## config.mk

```make
export PLATFORM = sky130hd
export DESIGN_NAME = sram_mem_controller
export DESIGN_NICKNAME = d
export VERILOG_FILES = /design/src/rtl/sram_mem_controller.sv
export SDC_FILE = /design/constraint.sdc
export NUM_CORES = 1
export LEC_CHECK = 0
export CAP_MARGIN = 0
export CORE_ASPECT_RATIO = 2
export CORE_MARGIN = 2
export CORE_UTILIZATION = 35
export CTS_CLUSTER_DIAMETER = 40
export DETAILED_ROUTE_END_ITERATION = 16
export GPL_TIMING_DRIVEN = 0
export PLACE_DENSITY = 0.66
export SYNTH_ARGS = -nofsm -noshare
export SYNTH_HDL_FRONTEND = slang
export SYNTH_SLANG_ARGS = --single-unit
```

## constraint.sdc

```tcl
create_clock -name clk -period 5.2 [get_ports clk]
set_clock_uncertainty 0.2 [all_clocks]
set_input_delay 0.78 -clock clk [delete_from_list [all_inputs] [get_ports clk]]
set_output_delay 0.78 -clock clk [all_outputs]
set_load 0.01 [all_outputs]
```

## src/rtl/sram_mem_controller.sv

```systemverilog
// MEM-stage bridge to a 16-bit external SRAM: each 32-bit load/store becomes two
// fixed-length halfword accesses, low half first, while ready stalls the pipeline.
module sram_mem_controller #(
    parameter int ADDR_BASE     = 1024,
    parameter int ACCESS_CYCLES = 2
) (
    input  logic        clk,
    input  logic        rst_n,
    input  logic        rd_en,
    input  logic        wr_en,
    input  logic [31:0] address,
    input  logic [31:0] write_data,
    output logic [31:0] read_data,
    output logic        ready,
    output logic [17:0] sram_addr,
    output logic [15:0] sram_dq_out,
    input  logic [15:0] sram_dq_in,
    output logic        sram_dq_oe,
    output logic        sram_we_n
);

    typedef enum logic [1:0] {IDLE, LOW, HIGH, DONE} state_t;

    localparam logic [3:0]  LAST_CNT = 4'(ACCESS_CYCLES - 1);
    localparam logic [31:0] BASE     = 32'(ADDR_BASE);

    state_t      state_q, state_d;
    logic [3:0]  cnt_q, cnt_d;
    logic        is_write_q, is_write_d;
    logic [16:0] index_q, index_d;
    logic [31:0] wdata_q, wdata_d;
    logic [31:0] read_data_q, read_data_d;

    logic [31:0] offset;
    logic        offset_unused;
    logic        request;
    logic        last_cycle;

    // Only bits [18:2] of the wrapped offset select the SRAM word.
    assign offset        = address - BASE;
    assign offset_unused = ^{offset[31:19], offset[1:0]};
    assign request       = rd_en | wr_en;
    assign last_cycle    = (cnt_q == LAST_CNT);

    always_comb begin
        state_d     = state_q;
        cnt_d       = cnt_q;
        is_write_d  = is_write_q;
        index_d     = index_q;
        wdata_d     = wdata_q;
        read_data_d = read_data_q;
        case (state_q)
            IDLE: begin
                if (request) begin
                    state_d    = LOW;
                    cnt_d      = 4'd0;
                    is_write_d = wr_en;
                    index_d    = offset[18:2];
                    wdata_d    = write_data;
                end
            end
            LOW: begin
                if (last_cycle) begin
                    state_d = HIGH;
                    cnt_d   = 4'd0;
                    if (!is_write_q) begin
                        read_data_d[15:0] = sram_dq_in;
                    end
                end else begin
                    cnt_d = cnt_q + 4'd1;
                end
            end
            HIGH: begin
                if (last_cycle) begin
                    state_d = DONE;
                    cnt_d   = 4'd0;
                    if (!is_write_q) begin
                        read_data_d[31:16] = sram_dq_in;
                    end
                end else begin
                    cnt_d = cnt_q + 4'd1;
                end
            end
            DONE: begin
                state_d = IDLE;
            end
        endcase
    end

    always_ff @(posedge clk or negedge rst_n) begin
        if (!rst_n) begin
            state_q     <= IDLE;
            cnt_q       <= 4'd0;
            is_write_q  <= 1'b0;
            index_q     <= 17'd0;
            wdata_q     <= 32'd0;
            read_data_q <= 32'd0;
        end else begin
            state_q     <= state_d;
            cnt_q       <= cnt_d;
            is_write_q  <= is_write_d;
            index_q     <= index_d;
            wdata_q     <= wdata_d;
            read_data_q <= read_data_d;
        end
    end

    // SRAM pins decode straight from the state register so a reset drops strobes at once.
    always_comb begin
        sram_addr   = 18'd0;
        sram_dq_out = 16'd0;
        sram_dq_oe  = 1'b0;
        sram_we_n   = 1'b1;
        case (state_q)
            LOW: begin
                sram_addr = {index_q, 1'b0};
                if (is_write_q) begin
                    sram_we_n   = 1'b0;
                    sram_dq_oe  = 1'b1;
                    sram_dq_out = wdata_q[15:0];
                end
            end
            HIGH: begin
                sram_addr = {index_q, 1'b1};
                if (is_write_q) begin
                    sram_we_n   = 1'b0;
                    sram_dq_oe  = 1'b1;
                    sram_dq_out = wdata_q[31:16];
                end
            end
            default: begin
            end
        endcase
    end

    assign ready     = ((state_q == IDLE) && !request) || (state_q == DONE);
    assign read_data = read_data_q;

endmodule

```

==> Word level (Yosys, flattened, before mapping) <==
Index checks and enable logic that the tools add are counted.
{ "classes": {"add_sub_neg": 2, "n_eq_ne": 7, "mux": 15, "bitwise_logic": 2, "reduce_logical": 11} }
{ "ops": {"columns": ["operator", "n"], "rows": [
  ["$pmux W18 S2", 1],
  ["$mux W16", 2],
  ["$pmux W16 S2", 1],
  ["$sub A19 B11 Y19 const B", 1],
  ["$reduce_and A3 Y1", 3],
  ["$mux W4", 2],
  ["$pmux W2 S4", 1],
  ["$pmux W4 S2", 1],
  ["$mux W2", 3],
  ["$ne A2 B2 Y1 const B", 3],
  ["$add A4 B1 Y4 const B", 1],
  ["$eq A2 B2 Y1 const B", 2],
  ["$eq A4 B1 Y1 const B", 1],
  ["$mux W1", 4],
  ["$reduce_and A2 Y1", 2],
  ["$eq A2 B1 Y1 const B", 1],
  ["$logic_not A2 Y1", 1],
  ["$reduce_bool A2 Y1", 1],
  ["$reduce_or A2 Y1", 1],
  ["$logic_and A1 B1 Y1", 1],
  ["$logic_not A1 Y1", 1],
  ["$logic_or A1 B1 Y1", 1],
  ["$not A1 Y1", 1],
  ["$or A1 B1 Y1", 1]
]} }
{ "word_totals": {"ff_bits": 88, "input_bits": 84, "out_inout_bits": 69, "word_cells": 44} }

==> Longest topological paths before layout <==
{ "logic_depth": {"ltp_word": 4, "depth_mapped": 7, "depth_no_buf": 5} }

==> Least setup slack after synthesis <==
OpenSTA, ideal clock, no wires.
{ "synth_timing": {"path_kind": "register -> output", "start": "register state_q[0]", "end": "output sram_addr[11]", "arrival_ps": 1662, "required_time_ps": 4220, "slack_ps": 2558, "stages_incl_launch_ff": 8, "path_cell_list": "dfrtp_1 inv_1 ha_1 buf_2 or2_2 clkbuf_1 clkbuf_1 and3_1"} }
{ "synth_between": {"elab_chain_cells": 2, "word_cells_on_any_way": 3} }
{ "synth_rtl": {"columns": ["item", "line_no", "text"], "rows": [
  ["from (decl)", "27", "state_t state_q, state_d;"],
  ["from (signal assigned)", "99", "state_q <= state_d;"],
  ["$eq A2 B2 Y1 / $eq A2 B1 Y1 (equally long branches)", "114", "case (state_q)"],
  ["$pmux W18 S2 *", "114", null],
  ["to (decl)", "15", "output logic [17:0] sram_addr,"]
]} }
Every way passes the cells marked *; elsewhere a longest branch is shown, timed or not.

==> Worst setup path after layout <==
{ "layout_timing": {"start": "register state_q[0]", "end": "output sram_addr[13]"} }
The elaborated chain is that of the path after synthesis.

==> flow_summary.yaml <==
run_status:
  status: "finished, final reports clean"
cts:
  clockBufferDepth: 2
  cts_sinks: 88
  cts_setup_buffers: 0
  clkLatencyLatePin_ns: 0.33
  numCtsBuffers: 9
  ctsHoldBuffers: 0
  cts_root_buf: "clkbuf_16"
  tritoncts: "done"
  clkTransAtPathRegs_ns: 0.07
  cts_resized: 0
  htree_levels: 3
power_and_ir_drop:
  power_leakage_nw: 2.62
  pwr_density_cell_nw_per_um2: 604
  ir_drop_mv: 0.341
global_routing:
  antenna_found_initial: 0
  grt_pass1_wl_um: 16200
  grt_overflow: 0
  grt_usage_pct: 17.2
  grt_pass1_vias: 3334
  grt_max_degree: 59
routing:
  num_vias: 3321
  firstDrtPassIters: 4
  drt_iter0_drc: 145
  avgViaCountPerCell: 4.86
  wl_per_cell_um: 14.9
  drc: 0
  top_layer_used: "met4"
  ant_nets: 0
  dr_wl_met2_um: 5580
  drt-met1-wl_um: 3890
  drt_wl_total_um: 10100
  wl_met3_um: 409
floorplan:
  coreArea_um2: 10900
  die_y_um: 154
  dieArea_um2: 12100
  die_x_um: 78.9
  initial_utilization_pct: 35.9
  rows: 54
  pin_count: 153
layout:
  multi_input_area_um2: 1620
  final_nets: 630
  area_growth_pct: 47.7
  final-seq-area_um2: 2200
  antennaDiodeCount: 0
  drive_gt1_share_pct: 11.2
  fillers: 1024
  layout.cells.non_filler: 683
setup_path:
  critPathCapture: "sram_addr[13]"
  r2r_setup_slack_ns: 2.90
  crit_type: "flop to primary output"
  worstPathRequired_ns: 4.22
  worstSetupStartpointType: "flop"
  arrival_ns: 2.93
  startpoint: "state_q[0]$_DFFE_PN0P_"
  r2r-end: "state_q[1]$_DFFE_PN0P_"
  path_max_fanout: 10
  reg2regPathDepth: 7
  end_kind: "primary output"
  r2r-start: "state_q[0]$_DFFE_PN0P_"
logic_synthesis:
  yosysWarningCount: 0
  avgSynthCellArea_um2: 10.1
  yosysTopAreaCell: "dfrtp_1"
  async_flop_share_pct: 100
  syn_nets: 481
  synth_ff_type: "dfrtp_1"
  netlist_area_um2: 3930
  yosys_register_bits: 88
  post-synth-top-count-cell: "nand2_1"
  synthCells: 389
  synth.top_cell.area_share_pct: 56.1
  synth_edf_count: 0
  synth.area.top_cells: "dfrtp_1 (56%), nand2_1 (12%), mux2_2 (9.2%)"
  synth.top_cells.by_count: "nand2_1 (128), dfrtp_1 (88), mux2_2 (32)"
  yosysUniqueCellTypes: 37
  ys_seq_area_share_pct: 56.1
placed_design:
  dp_hpwl_um: 7900
  portBuffers: 137
  dp.cells: 667
  gp_congestion: 0.816
timing:
  tns_ns: 0
  rsz0062_at_grt: "no"
  finalCriticalPeriod_ns: 3.91
  drv_slew: 0
  max_freq_mhz: 256
  hold_viol: 0
  setup_viol: 0
  worst_slew_pin_slew_ns: 0.538
  max_slew_margin_pct: 64.1
  period_share_pct: 75.1
job:
  drv_cap: 0
min_path:
  hp-class: "input pin to async pin"
-- worst min path at each step --
stage,to,slack (ns),cells after the start
2_1_floorplan,index_q[0]$_DFFE_PN0P_,0.24,2
3_3_place_gp,index_q[4]$_DFFE_PN0P_,0.25,2
3_5_place_dp,index_q[6]$_DFFE_PN0P_,0.26,2
4_1_cts,read_data[3]$_DFFE_PN0P_,0.17,1
5_1_grt,read_data[3]$_DFFE_PN0P_,0.19,1
6_report,read_data[3]$_DFFE_PN0P_,0.17,1
-- kinds of logic after synthesis --
kind of cell,after synthesis,synth area share (%)
compound gates,42,7.30
simple gates,189,21.4
xor+xnor,2,0.446
fa+ha+maj,8,2.55
mux,33,9.46
flops,88,56.1
buf+inv,27,2.74
-- placed cells by master (no fill, tap or decap), types with 2 or more instances in the layout --
| cell | synthesis | final |
|---|---|---|
| clkinv_2 | 0 | 2 |
| xnor2_1 | 2 | 2 |
| a31oi_1 | 5 | 5 |
| buf_2 | 5 | 5 |
| nor3b_1 | 2 | 2 |
| nand2_1 | 128 | 128 |
| inv_1 | 6 | 6 |
| or3b_1 | 2 | 2 |
| a22oi_1 | 16 | 16 |
| nand2_2 | 2 | 2 |
| ha_1 | 8 | 8 |
| clkbuf_1 | 13 | 13 |
| inv_6 | 0 | 3 |
| or3_1 | 3 | 3 |
| dfrtp_1 | 88 | 88 |
| clkbuf_16 | 0 | 9 |
| o21ai_0 | 10 | 10 |
| buf_1 | 3 | 3 |
| and3_1 | 17 | 17 |
| or4_1 | 2 | 2 |
| mux2_2 | 32 | 32 |
| o31ai_1 | 3 | 3 |
| clkdlybuf4s50_1 | 0 | 136 |
| nand3_1 | 2 | 2 |
| nor2_1 | 22 | 22 |
| nand2b_1 | 3 | 3 |
-- per-layer routing --
metal	global-route usage [%]	up-vias
li1	-	1613
met1	18.3	1587
met2	32.2	106
met3	2.88	15
met4	7.64	0
met5	0	-
-- area by class of cell --
cell class              instances  share of cell area (%)
repair buffers                138                    24.1
well taps                     140                    3.02
clock buffers                   9                    3.88
inverters                       6                   0.388
flip-flops and latches         88                    38.0
clock inverters                 7                    1.29
multi-input cells             274                    27.9
plain buffers                  21                    1.47
-- power breakdown --
group | switching (mW) | internal (mW)
Combinational | 0.812 | 0.844
Sequential | 0.182 | 1.02
Clock | 0.266 | 0.376
-- worst max-delay path, cell delays in order (launching register included) --
cell and delay, ns:
dfrtp_1 0.41, inv_1 0.14, ha_1 0.20, buf_2 0.25, or2_2 0.15, clkbuf_1 0.31
clkbuf_1 0.36, and3_1 0.23, clkdlybuf4s50_1 0.55
-- flip-flops by register name, summed over array words and instances, names as in the netlist --
name and flops:
state_q 2, cnt_q 4, read_data 32, is_write_q 1, wdata_q 32, index_q 17
-- metrics by stage --
step	instance area (µm²)	hold slack (ns)	setup WS, ns	util, %	power (mW)
finish	5800	0.166	1.29	53.0	3.51
global route	5800	0.187	1.08	53.0	3.76
CTS	5800	0.167	1.22	53.0	3.56
detailed placement	5500	0.259	1.58	50.2	2.90
global placement	5470	0.252	0.0508	50.0	2.85
floorplan	3930	0.238	2.56	-	2.07
Power figures use the tool's default switching activity.
